**src/rtl/noc_pkg.sv**
```systemverilog
// Shared NoC router definitions: packet layout, output port indices,
// source-ID tokens and the XY route decision.
package noc_pkg;

    localparam int unsigned PKT_W   = 11;
    localparam int unsigned COORD_W = 2;
    localparam int unsigned DEST_HI = 10;
    localparam int unsigned DEST_LO = 7;
    localparam int unsigned DEST_W  = DEST_HI - DEST_LO + 1;
    localparam int unsigned N_PORTS = 5;
    localparam int unsigned SRC_W   = 3;

    typedef logic [2:0] port_idx_t;

    localparam port_idx_t P_EAST  = 3'd0;
    localparam port_idx_t P_WEST  = 3'd1;
    localparam port_idx_t P_NORTH = 3'd2;
    localparam port_idx_t P_SOUTH = 3'd3;
    localparam port_idx_t P_CORE  = 3'd4;

    localparam logic [SRC_W-1:0] SRC_IN1  = 3'b000;
    localparam logic [SRC_W-1:0] SRC_IN2  = 3'b001;
    localparam logic [SRC_W-1:0] SRC_IN3  = 3'b010;
    localparam logic [SRC_W-1:0] SRC_IN4  = 3'b011;
    localparam logic [SRC_W-1:0] SRC_CORE = 3'b100;

    typedef enum logic [1:0] {
        TX_IDLE = 2'd0,
        TX_REQ  = 2'd1,
        TX_RET  = 2'd2,
        TX_DONE = 2'd3
    } tx_state_e;

    // X is resolved before Y; a destination equal to this node goes to the core.
    function automatic port_idx_t xy_route(
        input logic [DEST_W-1:0]  dest,
        input logic [COORD_W-1:0] my_x,
        input logic [COORD_W-1:0] my_y
    );
        logic [COORD_W-1:0] dx;
        logic [COORD_W-1:0] dy;
        dx = dest[DEST_W-1:COORD_W];
        dy = dest[COORD_W-1:0];
        if (dx > my_x)      return P_EAST;
        else if (dx < my_x) return P_WEST;
        else if (dy > my_y) return P_NORTH;
        else if (dy < my_y) return P_SOUTH;
        else                return P_CORE;
    endfunction

endpackage

```
**src/rtl/hs4_tx.sv**
```systemverilog
// Single 4-phase sender: raises req on go, waits ack high then ack low,
// then parks in DONE until the owner clears it.
module hs4_tx
    import noc_pkg::*;
(
    input  logic i_clk,
    input  logic i_rst,
    input  logic i_go,
    input  logic i_ack,
    input  logic i_clear,
    output logic o_req,
    output logic o_busy,
    output logic o_done
);

    tx_state_e r_state;
    tx_state_e w_state_nxt;

    always_ff @(posedge i_clk or posedge i_rst) begin
        if (i_rst) begin
            r_state <= TX_IDLE;
        end else begin
            r_state <= w_state_nxt;
        end
    end

    always_comb begin
        w_state_nxt = r_state;
        case (r_state)
            TX_IDLE: if (i_go)    w_state_nxt = TX_REQ;
            TX_REQ:  if (i_ack)   w_state_nxt = TX_RET;
            TX_RET:  if (!i_ack)  w_state_nxt = TX_DONE;
            TX_DONE: if (i_clear) w_state_nxt = TX_IDLE;
            default:              w_state_nxt = TX_IDLE;
        endcase
    end

    always_comb begin
        o_req  = (r_state == TX_REQ);
        o_busy = (r_state != TX_IDLE);
        o_done = (r_state == TX_DONE);
    end

endmodule

```
**src/rtl/router_split.sv**
```systemverilog
// Router input-side splitter: accepts one packet over a 4-phase link, XY-routes
// it and sends data plus a source-ID control token to the selected output.
module router_split
    import noc_pkg::*;
#(
    parameter int unsigned      MY_X = 2,
    parameter int unsigned      MY_Y = 2,
    parameter logic [SRC_W-1:0] ID   = SRC_IN1
) (
    input  logic               clk,
    input  logic               reset,
    input  logic               in_req,
    input  logic [PKT_W-1:0]   in_data,
    output logic               in_ack,
    output logic [N_PORTS-1:0] out_req,
    input  logic [N_PORTS-1:0] out_ack,
    output logic [PKT_W-1:0]   out_data,
    output logic [N_PORTS-1:0] ctl_req,
    input  logic [N_PORTS-1:0] ctl_ack,
    output logic [SRC_W-1:0]   ctl_data
);

    localparam logic [COORD_W-1:0] C_MY_X = COORD_W'(MY_X);
    localparam logic [COORD_W-1:0] C_MY_Y = COORD_W'(MY_Y);

    logic               r_in_ack;
    logic [N_PORTS-1:0] r_sel;
    logic [PKT_W-1:0]   r_data;

    logic               w_full;
    logic               w_load;
    logic               w_clear;
    port_idx_t          w_route;
    logic [N_PORTS-1:0] w_sel_nxt;
    logic               w_data_ack;
    logic               w_ctl_ack;
    logic               w_data_req;
    logic               w_ctl_req;
    logic               w_data_busy;
    logic               w_ctl_busy;
    logic               w_data_done;
    logic               w_ctl_done;

    // The buffer is full exactly while either sender is away from IDLE; both
    // return to IDLE together on the clearing edge.
    assign w_full    = w_data_busy | w_ctl_busy;
    assign w_load    = in_req & ~r_in_ack & ~w_full;
    assign w_clear   = w_data_done & w_ctl_done;
    assign w_route   = xy_route(in_data[DEST_HI:DEST_LO], C_MY_X, C_MY_Y);
    assign w_sel_nxt = N_PORTS'(1) << w_route;

    assign w_data_ack = |(out_ack & r_sel);
    assign w_ctl_ack  = |(ctl_ack & r_sel);

    always_ff @(posedge clk or posedge reset) begin
        if (reset) begin
            r_in_ack <= 1'b0;
            r_sel    <= '0;
            r_data   <= '0;
        end else if (w_load) begin
            r_in_ack <= 1'b1;
            r_sel    <= w_sel_nxt;
            r_data   <= in_data;
        end else if (r_in_ack && !in_req) begin
            r_in_ack <= 1'b0;
        end
    end

    hs4_tx u_data_tx (
        .i_clk   (clk),
        .i_rst   (reset),
        .i_go    (w_load),
        .i_ack   (w_data_ack),
        .i_clear (w_clear),
        .o_req   (w_data_req),
        .o_busy  (w_data_busy),
        .o_done  (w_data_done)
    );

    hs4_tx u_ctl_tx (
        .i_clk   (clk),
        .i_rst   (reset),
        .i_go    (w_load),
        .i_ack   (w_ctl_ack),
        .i_clear (w_clear),
        .o_req   (w_ctl_req),
        .o_busy  (w_ctl_busy),
        .o_done  (w_ctl_done)
    );

    assign in_ack   = r_in_ack;
    assign out_req  = w_data_req ? r_sel : '0;
    assign ctl_req  = w_ctl_req  ? r_sel : '0;
    assign out_data = r_data;
    assign ctl_data = ID;

endmodule

```
**config.mk**
```make
export PLATFORM = sky130hd
export DESIGN_NAME = router_split
export DESIGN_NICKNAME = d
export VERILOG_FILES = /design/src/rtl/noc_pkg.sv /design/src/rtl/hs4_tx.sv /design/src/rtl/router_split.sv
export SDC_FILE = /design/constraint.sdc
export NUM_CORES = 1
export LEC_CHECK = 0
export BUFFER_PORTS_ARGS = -buffer_cell sky130_fd_sc_hd__buf_2
export CAP_MARGIN = 20
export CORE_UTILIZATION = 38
export DETAILED_ROUTE_END_ITERATION = 7
export PLACE_DENSITY = 0.66
export REMOVE_ABC_BUFFERS = 1
export SLEW_MARGIN = 10
export SYNTH_ARGS = -nofsm -noshare
export SYNTH_HDL_FRONTEND = slang
export SYNTH_SLANG_ARGS = --single-unit
```
**constraint.sdc**
```tcl
create_clock -name clk -period 2.2 [get_ports clk]
set_clock_uncertainty 0.1 [all_clocks]
set_input_delay 0.11 -clock clk [delete_from_list [all_inputs] [get_ports clk]]
set_output_delay 0.11 -clock clk [all_outputs]
set_load 0.005 [all_outputs]
```
==> impl_metrics.env <==
export IMPL_outcome="completed"
export IMPL_finalHoldViolCount=0
export IMPL_critPathRequiredTime_ps=2340
export IMPL_viasPerCell=4.91
export IMPL_synth_top_area_share_pct=47.2
export IMPL_area_growth_syn_to_layout_pct=37.4
export IMPL_cp_max_fo=23
export IMPL_cts_resized=0
export IMPL_wl_per_cell_um=13.0
export IMPL_maxSlewViolCount=0
export IMPL_port_buffers=45
export IMPL_worstMarginPinSlew_ps=784
export IMPL_yosysWarnings=0
export IMPL_utilization_pct=55.5
export IMPL_cts_sinks=21
export IMPL_hp_class="in -> reg"
export IMPL_top_usage_layer="met2"
export IMPL_grt_pass1_wl_um=4240
export IMPL_swShare_pct=22.5
export IMPL_yosys_area_share_simple_pct=14.4
export IMPL_gr_usage_all_layers_pct=17.3
export IMPL_synthAdderAreaFrac_pct=8.99
export IMPL_coreArea_mm2=0.00276
export IMPL_place_gp_congestion=0.766
export IMPL_drt_pass1_iter_count=4
export IMPL_synth_area_leaders="dfrtp_1 (47%), mux2_2 (11%), ha_1 (9.0%)"
export IMPL_yosys_area_top_type="dfrtp_1"
export IMPL_vias=948
export IMPL_synth_area_mm2=0.00111
export IMPL_pwr_share_seq_pct=61.7
export IMPL_grt_pass1_vias=967
export IMPL_final_setup_tns_ps=0
export IMPL_final_antenna_net_count=0
export IMPL_dpl_worst_slack_ps=364
export IMPL_synth_edf_count=0
export IMPL_dr_first_iter_drc_count=20
export IMPL_clock_latency_ps=310
export IMPL_die_h_um=56.1
export IMPL_vdd_drop_max_mv=0.377
export IMPL_diodes=0
export IMPL_ctsHtreeMaxLevel=1
export IMPL_yosysSeqAreaShare_pct=47.2
export IMPL_syn_inst=101
export IMPL_antenna_found_initial=0
export IMPL_clockBufferDepth=2
export IMPL_drt_wl_total_um=2520
export IMPL_max_slew_margin_pct=47.7
export IMPL_synth_xor_area_share_pct=0
export IMPL_synth_top_family_by_area="simple AND/OR/NAND/NOR gates"
export IMPL_fmax_mhz=482
export IMPL_timing_rr_start="u_data_tx.r_state[0]$_DFFE_PP0P_"
export IMPL_power_density_mw_per_mm2=409
export IMPL_cts_tree="yes"
export IMPL_arrival_ps=2220
export IMPL_synth_async_reset_ratio_pct=100
export IMPL_cts_made_buffers=3
export IMPL_drc_errors=0
export IMPL_overflow=0
export IMPL_min_from="out_ack[2]"
export IMPL_startpoint_type="flop"
export IMPL_synth_common_cells="dfrtp_1 (21), mux2_2 (11), nand2_1 (11)"
export IMPL_core_rowCount=19
export IMPL_n_fill_cell=253
export IMPL_end_kind="flop"
export IMPL_hold_path_endpoint="u_data_tx.r_state[0]$_DFFE_PP0P_"
export IMPL_r2r_setup_slack_ps=130
export IMPL_grt_use_met2_pct=30.6
export IMPL_min_period_ps=2070
export IMPL_clkTransAtPathRegs_ps=120
export IMPL_synth_flop_cell="dfrtp_1"
export IMPL_power_switching_mw=0.141
export IMPL_hpwl_um=1770
export IMPL_setup_ws_ps=127
export IMPL_io_pins=49
export IMPL_synthMostInstantiatedCell="dfrtp_1"
export IMPL_fin_crit_sh_pct=94.2
export IMPL_synth_avg_cell_area_um2=11.0
export IMPL_nNetsFinal=195
export IMPL_die_w_um=56.1
export IMPL_power_internal_mw=0.485
export IMPL_clockRootBuffer="clkbuf_4"
export IMPL_met3_usage_pct=3.26
export IMPL_criticalPathCategory="reg -> reg"
export IMPL_rsz0062_at_grt="false"
export IMPL_muxShareOfSynthArea_pct=13.4
export IMPL_grt_max_degree=24
export IMPL_hold_depth=5
export IMPL_p_total_mw=0.625
export IMPL_die_area_mm2=0.00315
export IMPL_power_share_combinational_pct=8.5
export IMPL_ys_seq_elements=21
export IMPL_p_leak_nw=0.880
export IMPL_initial_core_util_pct=40.4
export IMPL_drv_cap=0
export IMPL_grt_use_met1_pct=21.3
export IMPL_finalSetupViolCount=0
export IMPL_ys_types=29
export IMPL_reg2reg_depth=6
export IMPL_clockPowerShare_pct=29.8
export IMPL_drive_gt1_share_pct=40.1
export IMPL_synth_compound_area_share_pct=10.3
export IMPL_regToRegEndpoint="r_sel[3]$_DFFE_PP0P_"
[power by group through the flow]
stage               clock [mW]  sequential (mW)  combinational, mW
detailed placement           0            0.393             0.0351
CTS                      0.198            0.386             0.0526
global route             0.208            0.386             0.0594
floorplan                    0            0.393             0.0102
finish                   0.186            0.386             0.0534
global placement             0            0.393             0.0344
[layer usage]
layer,vias to the layer above,routed length (um)
li1,465,-
met1,444,1110
met2,36,1250
met3,3,132
met4,0,26
met5,-,0
[final cells by class]
cell class,instances,area [um^2],area share [%]
Multi-Input combinational cell,69,536,35.0
Inverter,8,30.0,1.96
Timing Repair Buffer,60,373,24.4
Clock inverter,1,5.00,0.327
Clock buffer,3,22.5,1.47
Tap cell,31,38.8,2.53
Sequential cell,21,526,34.3
[sequential cells by signal (all words and copies together) (netlist names)]
register	cells
u_ctl_tx.r_state	2
out_data	11
u_data_tx.r_state	2
in_ack	1
r_sel	5
[per-stage QoR]
step	hold slack [ps]	cell area [um^2]	instances
after floorplan	-13.5	1090	98
after global placement	188	1360	175
after detailed placement	200	1360	175
after CTS	149	1530	193
after global routing	201	1530	193
final	157	1530	193
[placed cells by master (no fill, tap or decap), types with 2 or more instances in the layout]
cell type,count
nor2_1,2
ha_1,8
conb_1,3
a22oi_1,2
inv_1,8
buf_2,45
and2_2,2
a222oi_1,2
mux2_2,11
nand3b_1,2
clkbuf_4,3
o21ai_0,3
and2_1,8
dfrtp_1,21
nand2_1,11
dlygate4sd3_1,14
o31ai_1,2
[kinds of logic (layout without fill, tap and decap cells)]
group           after synthesis  after routing
mux                          13             13
other cells                   1              3
compound gates               15             15
flops                        21             21
simple gates                 30             30
buf+inv                      13             72
fa+ha+maj                     8              8
[timing repair]
| item | in CTS | in global routing |
|---|---|---|
| hold buffers | 14 | 0 |
| hold endpoints to repair | 36 | 0 |
| buffers inserted | 0 | 0 |
[worst max-delay path: stages, from the launching register on]
cell and delay, ps:
dfrtp_1 420, inv_1 120, ha_1 220, nand3_1 90
buf_4 210, o41ai_1 250, dlygate4sd3_1 590
[worst max path at each step]
stage                                           from                         endpoint  slack [ps]  cells past startpoint
detailed placement              r_sel[0]$_DFFE_PP0P_  u_ctl_tx.r_state[1]$_DFFE_PP0P_         360                      4
floorplan           u_data_tx.r_state[0]$_DFFE_PP0P_          out_data[0]$_DFFE_PP0P_         410                      4
finish              u_data_tx.r_state[0]$_DFFE_PP0P_             r_sel[3]$_DFFE_PP0P_         130                      6
global placement                r_sel[0]$_DFFE_PP0P_  u_ctl_tx.r_state[1]$_DFFE_PP0P_         380                      4
CTS                 u_data_tx.r_state[0]$_DFFE_PP0P_             r_sel[3]$_DFFE_PP0P_         160                      6
global route        u_data_tx.r_state[0]$_DFFE_PP0P_             r_sel[3]$_DFFE_PP0P_          10                      6
Power figures use the tool's default switching activity.
